**config.mk**
```make
export PLATFORM = sky130hd
export DESIGN_NAME = monolith_axis_ip_slave_sif
export DESIGN_NICKNAME = d
export VERILOG_FILES = /design/src/rtl/monolith_axis_pkg.sv /design/src/rtl/monolith_chunk_ram.sv /design/src/rtl/monolith_axis_ip_slave_sif.sv
export SDC_FILE = /design/constraint.sdc
export NUM_CORES = 1
export LEC_CHECK = 0
export CAP_MARGIN = 25
export CORE_MARGIN = 10
export CORE_UTILIZATION = 50
export CTS_CLUSTER_DIAMETER = 60
export DETAILED_ROUTE_END_ITERATION = 6
export PLACE_DENSITY_LB_ADDON = 0.1
export SLEW_MARGIN = 5
export SYNTH_ARGS = -nofsm -noshare
export SYNTH_HDL_FRONTEND = slang
export SYNTH_SLANG_ARGS = --single-unit
```
**constraint.sdc**
```tcl
create_clock -name S_AXIS_ACLK -period 2.8 [get_ports S_AXIS_ACLK]
set_clock_uncertainty 0.1 [all_clocks]
set_input_delay 0.56 -clock S_AXIS_ACLK [delete_from_list [all_inputs] [get_ports S_AXIS_ACLK]]
set_output_delay 0.56 -clock S_AXIS_ACLK [all_outputs]
set_load 0.005 [all_outputs]
```
**src/rtl/monolith_axis_pkg.sv**
```systemverilog
// Shared types and default geometry for the Monolith AXI4-Stream slave/master
// chunk interfaces.
package monolith_axis_pkg;

  localparam int CHUNK_SIZE_DEFAULT  = 16;
  localparam int CHUNK_COUNT_DEFAULT = 2;
  localparam int TDATA_WIDTH_DEFAULT = 32;

  // Sized for the shared default chunk size (words ranges 1..SIZE).
  typedef struct packed {
    logic                                  last;
    logic [$clog2(CHUNK_SIZE_DEFAULT):0]   words;
  } chunk_meta_t;

endpackage

```
**src/rtl/monolith_chunk_ram.sv**
```systemverilog
// COUNT x SIZE word register array: single-word write port, whole-chunk
// combinational read port.
module monolith_chunk_ram
  import monolith_axis_pkg::*;
#(
  parameter int SIZE  = CHUNK_SIZE_DEFAULT,
  parameter int COUNT = CHUNK_COUNT_DEFAULT,
  parameter int WIDTH = TDATA_WIDTH_DEFAULT
) (
  input  logic                     clk,
  input  logic                     wr_en,
  input  logic [$clog2(COUNT)-1:0] wr_chunk,
  input  logic [$clog2(SIZE)-1:0]  wr_word,
  input  logic [WIDTH-1:0]         wr_data,
  input  logic [$clog2(COUNT)-1:0] rd_chunk,
  output logic [WIDTH-1:0]         rd_data [0:SIZE-1]
);

  logic [WIDTH-1:0] mem [0:COUNT-1][0:SIZE-1];

  // NOTE: storage has no reset; stale contents are hidden by the word-count
  // masking in the top level, so clearing it would only cost reset fanout.
  always_ff @(posedge clk) begin
    if (wr_en) mem[wr_chunk][wr_word] <= wr_data;
  end

  always_comb begin
    for (int i = 0; i < SIZE; i++) rd_data[i] = mem[rd_chunk][i];
  end

endmodule

```
**src/rtl/monolith_axis_ip_slave_sif.sv**
```systemverilog
// AXI4-Stream slave: packs serial words into chunks, buffers COUNT chunks and
// presents the head chunk in parallel to the core, which pops it with a strobe.
module monolith_axis_ip_slave_sif
  import monolith_axis_pkg::*;
#(
  parameter int FIFO_CHUNK_SIZE      = CHUNK_SIZE_DEFAULT,
  parameter int FIFO_CHUNK_COUNT     = CHUNK_COUNT_DEFAULT,
  parameter int C_S_AXIS_TDATA_WIDTH = TDATA_WIDTH_DEFAULT
) (
  input  logic                              S_AXIS_ACLK,
  input  logic                              S_AXIS_ARESET,
  input  logic                              S_AXIS_TVALID,
  input  logic [C_S_AXIS_TDATA_WIDTH-1:0]   S_AXIS_TDATA,
  input  logic [C_S_AXIS_TDATA_WIDTH/8-1:0] S_AXIS_TSTRB,
  input  logic                              S_AXIS_TLAST,
  output logic                              S_AXIS_TREADY,
  input  logic                              fifo_read_strobe,
  output logic [C_S_AXIS_TDATA_WIDTH-1:0]   fifo_out [0:FIFO_CHUNK_SIZE-1],
  output logic [$clog2(FIFO_CHUNK_SIZE):0]  fifo_out_words,
  output logic                              fifo_out_last,
  output logic                              fifo_empty
);

  localparam int CHUNK_AW = $clog2(FIFO_CHUNK_COUNT);
  localparam int WORD_AW  = $clog2(FIFO_CHUNK_SIZE);
  localparam int LEVEL_W  = CHUNK_AW + 1;

  typedef logic [WORD_AW:0] word_cnt_t;

  logic [WORD_AW-1:0]  wr_word;
  logic [CHUNK_AW-1:0] wr_chunk;
  logic [CHUNK_AW-1:0] rd_chunk;
  logic [LEVEL_W-1:0]  level;
  chunk_meta_t         meta [0:FIFO_CHUNK_COUNT-1];

  logic                            accept;
  logic                            commit;
  logic                            pop;
  logic                            level_empty;
  word_cnt_t                       commit_words;
  chunk_meta_t                     head_meta;
  logic [C_S_AXIS_TDATA_WIDTH-1:0] raw_chunk [0:FIFO_CHUNK_SIZE-1];

  // TSTRB is ignored: only full words are carried.
  logic unused_tstrb;
  assign unused_tstrb = ^S_AXIS_TSTRB;

  assign level_empty   = (level == '0);
  assign S_AXIS_TREADY = (level != LEVEL_W'(FIFO_CHUNK_COUNT)) & ~S_AXIS_ARESET;
  assign fifo_empty    = level_empty | S_AXIS_ARESET;

  assign accept       = S_AXIS_TVALID & S_AXIS_TREADY;
  assign commit       = accept & ((wr_word == WORD_AW'(FIFO_CHUNK_SIZE - 1)) | S_AXIS_TLAST);
  assign pop          = fifo_read_strobe & ~fifo_empty;
  assign commit_words = {1'b0, wr_word} + word_cnt_t'(1);

  monolith_chunk_ram #(
    .SIZE  (FIFO_CHUNK_SIZE),
    .COUNT (FIFO_CHUNK_COUNT),
    .WIDTH (C_S_AXIS_TDATA_WIDTH)
  ) u_chunk_ram (
    .clk      (S_AXIS_ACLK),
    .wr_en    (accept),
    .wr_chunk (wr_chunk),
    .wr_word  (wr_word),
    .wr_data  (S_AXIS_TDATA),
    .rd_chunk (rd_chunk),
    .rd_data  (raw_chunk)
  );

  // NOTE: sequential state uses non-blocking assignments only, so every
  // right-hand side sees the pre-edge value regardless of statement order.
  always_ff @(posedge S_AXIS_ACLK or posedge S_AXIS_ARESET) begin
    if (S_AXIS_ARESET) begin
      wr_word  <= '0;
      wr_chunk <= '0;
      rd_chunk <= '0;
      level    <= '0;
      for (int c = 0; c < FIFO_CHUNK_COUNT; c++) meta[c] <= '0;
    end else begin
      if (accept) begin
        if (commit) begin
          meta[wr_chunk] <= '{last: S_AXIS_TLAST, words: commit_words};
          wr_chunk       <= wr_chunk + CHUNK_AW'(1);
          wr_word        <= '0;
        end else begin
          wr_word <= wr_word + WORD_AW'(1);
        end
      end
      if (pop) rd_chunk <= rd_chunk + CHUNK_AW'(1);
      case ({commit, pop})
        2'b10:   level <= level + LEVEL_W'(1);
        2'b01:   level <= level - LEVEL_W'(1);
        default: level <= level;
      endcase
    end
  end

  // NOTE: every output of this block gets a default first so no path can
  // infer a latch.
  always_comb begin
    head_meta      = meta[rd_chunk];
    fifo_out_words = '0;
    fifo_out_last  = 1'b0;
    if (!fifo_empty) begin
      fifo_out_words = head_meta.words;
      fifo_out_last  = head_meta.last;
    end
    // Words past the chunk's fill count read as zero (short-packet padding).
    for (int i = 0; i < FIFO_CHUNK_SIZE; i++) begin
      fifo_out[i] = '0;
      if (word_cnt_t'(i) < fifo_out_words) fifo_out[i] = raw_chunk[i];
    end
  end

endmodule

```
==> metrics.md <==
| Metric | Value |
|---|---|
| Depth of the most critical reg-to-reg path | `6` |
| Most common cell after layout, fill and taps aside | `edfxtp_1` |
| P_sw | `between 0.01 and 0.015 W` |
| Most frequent cells in the layout | `edfxtp_1 (1024), mux2i_1 (491), buf_2 (263)` |
| Worst VDD drop | `611 uV` |
| Number of global-route vias before repair | `25300` |
| Num CTS Buffers | `about 100` |
| Layout cells sized above 1 | `46.7%` |
| Clock Latency Late Sink | `approximately 0.66 ns` |
| Area Growth Syn to Fin | `43.6%` |
| Post-Syn Area | `0.0410 mm2` |
| Period utilization | `126%` |
| Slew margin rel. | `between 20% and 30%` |
| Post-DRT Antenna Nets | `0` |
| H-Tree Depth | `3` |
| Pint | `0.0337 W` |
| Final Power | `between 0.04 and 0.05 W` |
| R2r endpoint | `u_chunk_ram.mem[1][172]` |
| Data required, critical path | `2.14 ns` |
| Comb pwr share | `35.1%` |
| Synth unique cells | `between 40 and 50` |
| Syn Inst Count | `2373` |
| Core box area | `0.0809 mm2` |
| Clock sinks | `1044` |
| GRT Total Usage | `26.4%` |
| Clock buffer depth | `3` |
| WL final | `between 100000 and 150000 um` |
| Die X-Extent | `306 um` |
| Slew @ Worst Pin | `between 1 and 1.5 ns` |
| Vias per inst | `5.94` |
| Final hold vios | `0` |
| Top FF cell, synth | `edfxtp_1` |
| Switching share of power | `30.3%` |
| Arr. time, crit path | `between 2 and 3 ns` |
| Fmax achieved | `284 MHz` |
| Setup ws final | `-0.726 ns` |
| Setup CP Type | `flop to output port` |
| Max_cap viols | `0` |
| Slew Limit Fails | `0` |
| RR Startpoint | `level[0]` |
| I/O pins | `561` |
| EDFF count, synth | `1024` |
| DRC Markers | `0` |
| Min-delay src | `S_AXIS_TDATA[20]` |
| Crit path to | `fifo_out[375]` |
| Clock power frac | `28.2%` |
| RSZ-0062 raised after global routing | `yes` |
| Fin Setup TNS | `-282.60 ns` |
| First-pass GRT wire length | `roughly 180000 um` |
| Sequential area share after synthesis | `76.2%` |
| DRT iter0 DRCs | `2807` |
| Fraction of registers with async set/reset | `1.92%` |
| Status | `complete, but fails checks` |
| Via count | `27200` |
| GPL Wtd Cong | `0.863` |
| Syn_nets | `2419` |
| Chip height | `about 300 um` |
| Crit path from | `rd_chunk` |
| Mean Syn Cell Area | `17.3 um2` |
| Power density over the cells | `821 mW/mm2` |
| P_leak | `23.1 nW` |
| Final #Nets | `3480` |
| Grt peak-use layer | `met2` |
| Setup crit end kind | `output port` |
| Worst Path Max Fanout | `6` |
| Violated checks | `negative setup slack` |
| R2R setup slack | `0.62 ns` |
| Final setup fails | `between 500 and 600` |
| Worst hold path type | `input pin to flop` |
| Root Driver | `clkbuf_16` |
| Met1 Use GR | `between 30% and 40%` |
| Inst Count DP | `between 4000 and 5000` |
| Antenna violations before repair | `8` |
| Fin cells | `about 4600` |
| Port bufs | `556` |
| Filler cell count | `a little under 5000` |
| CTS tree | `done` |
| Flop pwr share | `a little under two fifths` |
| Largest net degree at the start of global routing | `63` |
| Met3 usage | `5.11%` |
| Seq cells post-synth | `between 1000 and 1500` |
| # hold bufs at CTS | `0` |
| TritonRoute pass-1 iters | `7` |
| Initial Util | `50.6%` |
| Drt wl/cell | `31.4 um` |
| Clk slew on worst S/H paths | `approximately 0.06 ns` |
| YS warnings | `0` |
| Std cell rows | `104` |
| DIE AREA | `0.0938 mm2` |
| Final Critical Period | `3.53 ns` |
| GRT overflow | `0` |
| Worst setup SP type | `flop` |
| Met2 usage | `44.2%` |
| HPWL Detailed | `roughly 80000 um` |
[worst max-delay path, stage by stage (launching register included)]
cell            delay [ns]
dfrtp_4               0.54
buf_6                 0.14
mux2_4                0.37
buf_6                 0.14
o211ai_4              0.28
buf_4                 0.20
clkbuf_16             0.13
buf_4                 0.11
a21oi_1               0.11
dlymetal6s2s_1        0.18
[worst min path at each step]
stage / to / slack, ns / depth (start not counted)
4_1_cts: u_chunk_ram.mem[1][372] / 0.29 / 2
3_3_place_gp: meta[0] / 0.39 / 1
3_5_place_dp: meta[5] / 0.39 / 2
5_1_grt: u_chunk_ram.mem[1][372] / 0.27 / 2
2_1_floorplan: meta[10] / 0.36 / 1
6_report: u_chunk_ram.mem[0][372] / 0.27 / 2
[cell usage after synthesis (3+ instances only)]
cell | number | area [um2]
edfxtp_1 | 1024 | 30700
mux2i_1 | 514 | 5140
a21oi_1 | 192 | 961
a211oi_1 | 160 | 1200
nor2_1 | 135 | 507
buf_2 | 128 | 641
nor3_1 | 65 | 325
clkbuf_1 | 34 | 128
dfrtp_1 | 20 | 500
mux2_2 | 11 | 124
nand2_1 | 8 | 30.0
nand3_1 | 8 | 40.0
buf_1 | 7 | 26.3
inv_1 | 6 | 22.5
buf_4 | 5 | 37.5
ha_1 | 5 | 62.6
buf_6 | 4 | 45.0
xnor2_1 | 4 | 35.0
and2_1 | 3 | 18.8
mux2_4 | 3 | 45.0
nand3b_1 | 3 | 22.5
o31ai_1 | 3 | 22.5
xor2_1 | 3 | 26.3
[cells by family (layout without fill, tap and decap cells)]
kind of cell | Yosys count | count (layout) | synth area share, %
flops | 1044 | 1044 | 76.2
other cells | 0 | 4 | 0
simple gates | 236 | 236 | 2.61
buf+inv | 185 | 1328 | 2.20
fa+ha+maj | 5 | 5 | 0.153
xor+xnor | 7 | 7 | 0.150
mux | 529 | 529 | 13.0
compound gates | 367 | 367 | 5.63
[per-layer routing]
layer  vias up  wire length, um
met1     13900            54600
met2      1524            72100
met3       237            12800
li1      11500                -
met5         -               41
met4         8             4140
[stage by stage]
| stage | cell area [um2] | utilization [%] | setup slack [ns] | hold WS [ns] |
|---|---|---|---|---|
| floorplan | 41000 | - | -0.357 | 0.356 |
| global placement | 49800 | 61.5 | -0.732 | 0.386 |
| detailed placement | 49800 | 61.5 | -0.740 | 0.386 |
| CTS | 54600 | 67.4 | -0.920 | 0.286 |
| global route | 58800 | 72.7 | -0.758 | 0.271 |
| finish | 58900 | 72.7 | -0.726 | 0.267 |
[timing repair]
| item | 4_1_cts | 5_1_grt |
|---|---|---|
| pin swaps | 16 | 169 |
| setup endpoints to repair | 520 | 520 |
| setup buffers | 51 | 259 |
| resized for setup | 430 | 1777 |
| cloned | 29 | 63 |
[power groups by stage]
stage,Sequential [W],Clock (W),Combinational [W]
final,0.0177,0.0137,0.0169
after global routing,0.0178,0.0144,0.0175
after CTS,0.0177,0.0137,0.0134
after detailed placement,0.0180,0,0.0113
after global placement,0.0180,0,0.0112
after floorplan,0.0180,0,0.00609
[registers in the layout, indices dropped and copies added (netlist names)]
signal,cells
level,2
wr_chunk,1
wr_word,4
rd_chunk,1
u_chunk_ram.mem,1024
meta,12
[cell type report]
type	instances	area, um2	area share (%)
flip-flops and latches	1044	31300	53.1
repair buffers	1133	11500	19.5
multi-input cells	1144	11400	19.5
clock buffers	131	2750	4.67
well taps	1060	1330	2.25
clock inverters	57	553	0.940
inverters	7	26.3	0.0446
diodes	4	10.0	0.0170
No activity file was read; power rests on OpenSTA's default activity.
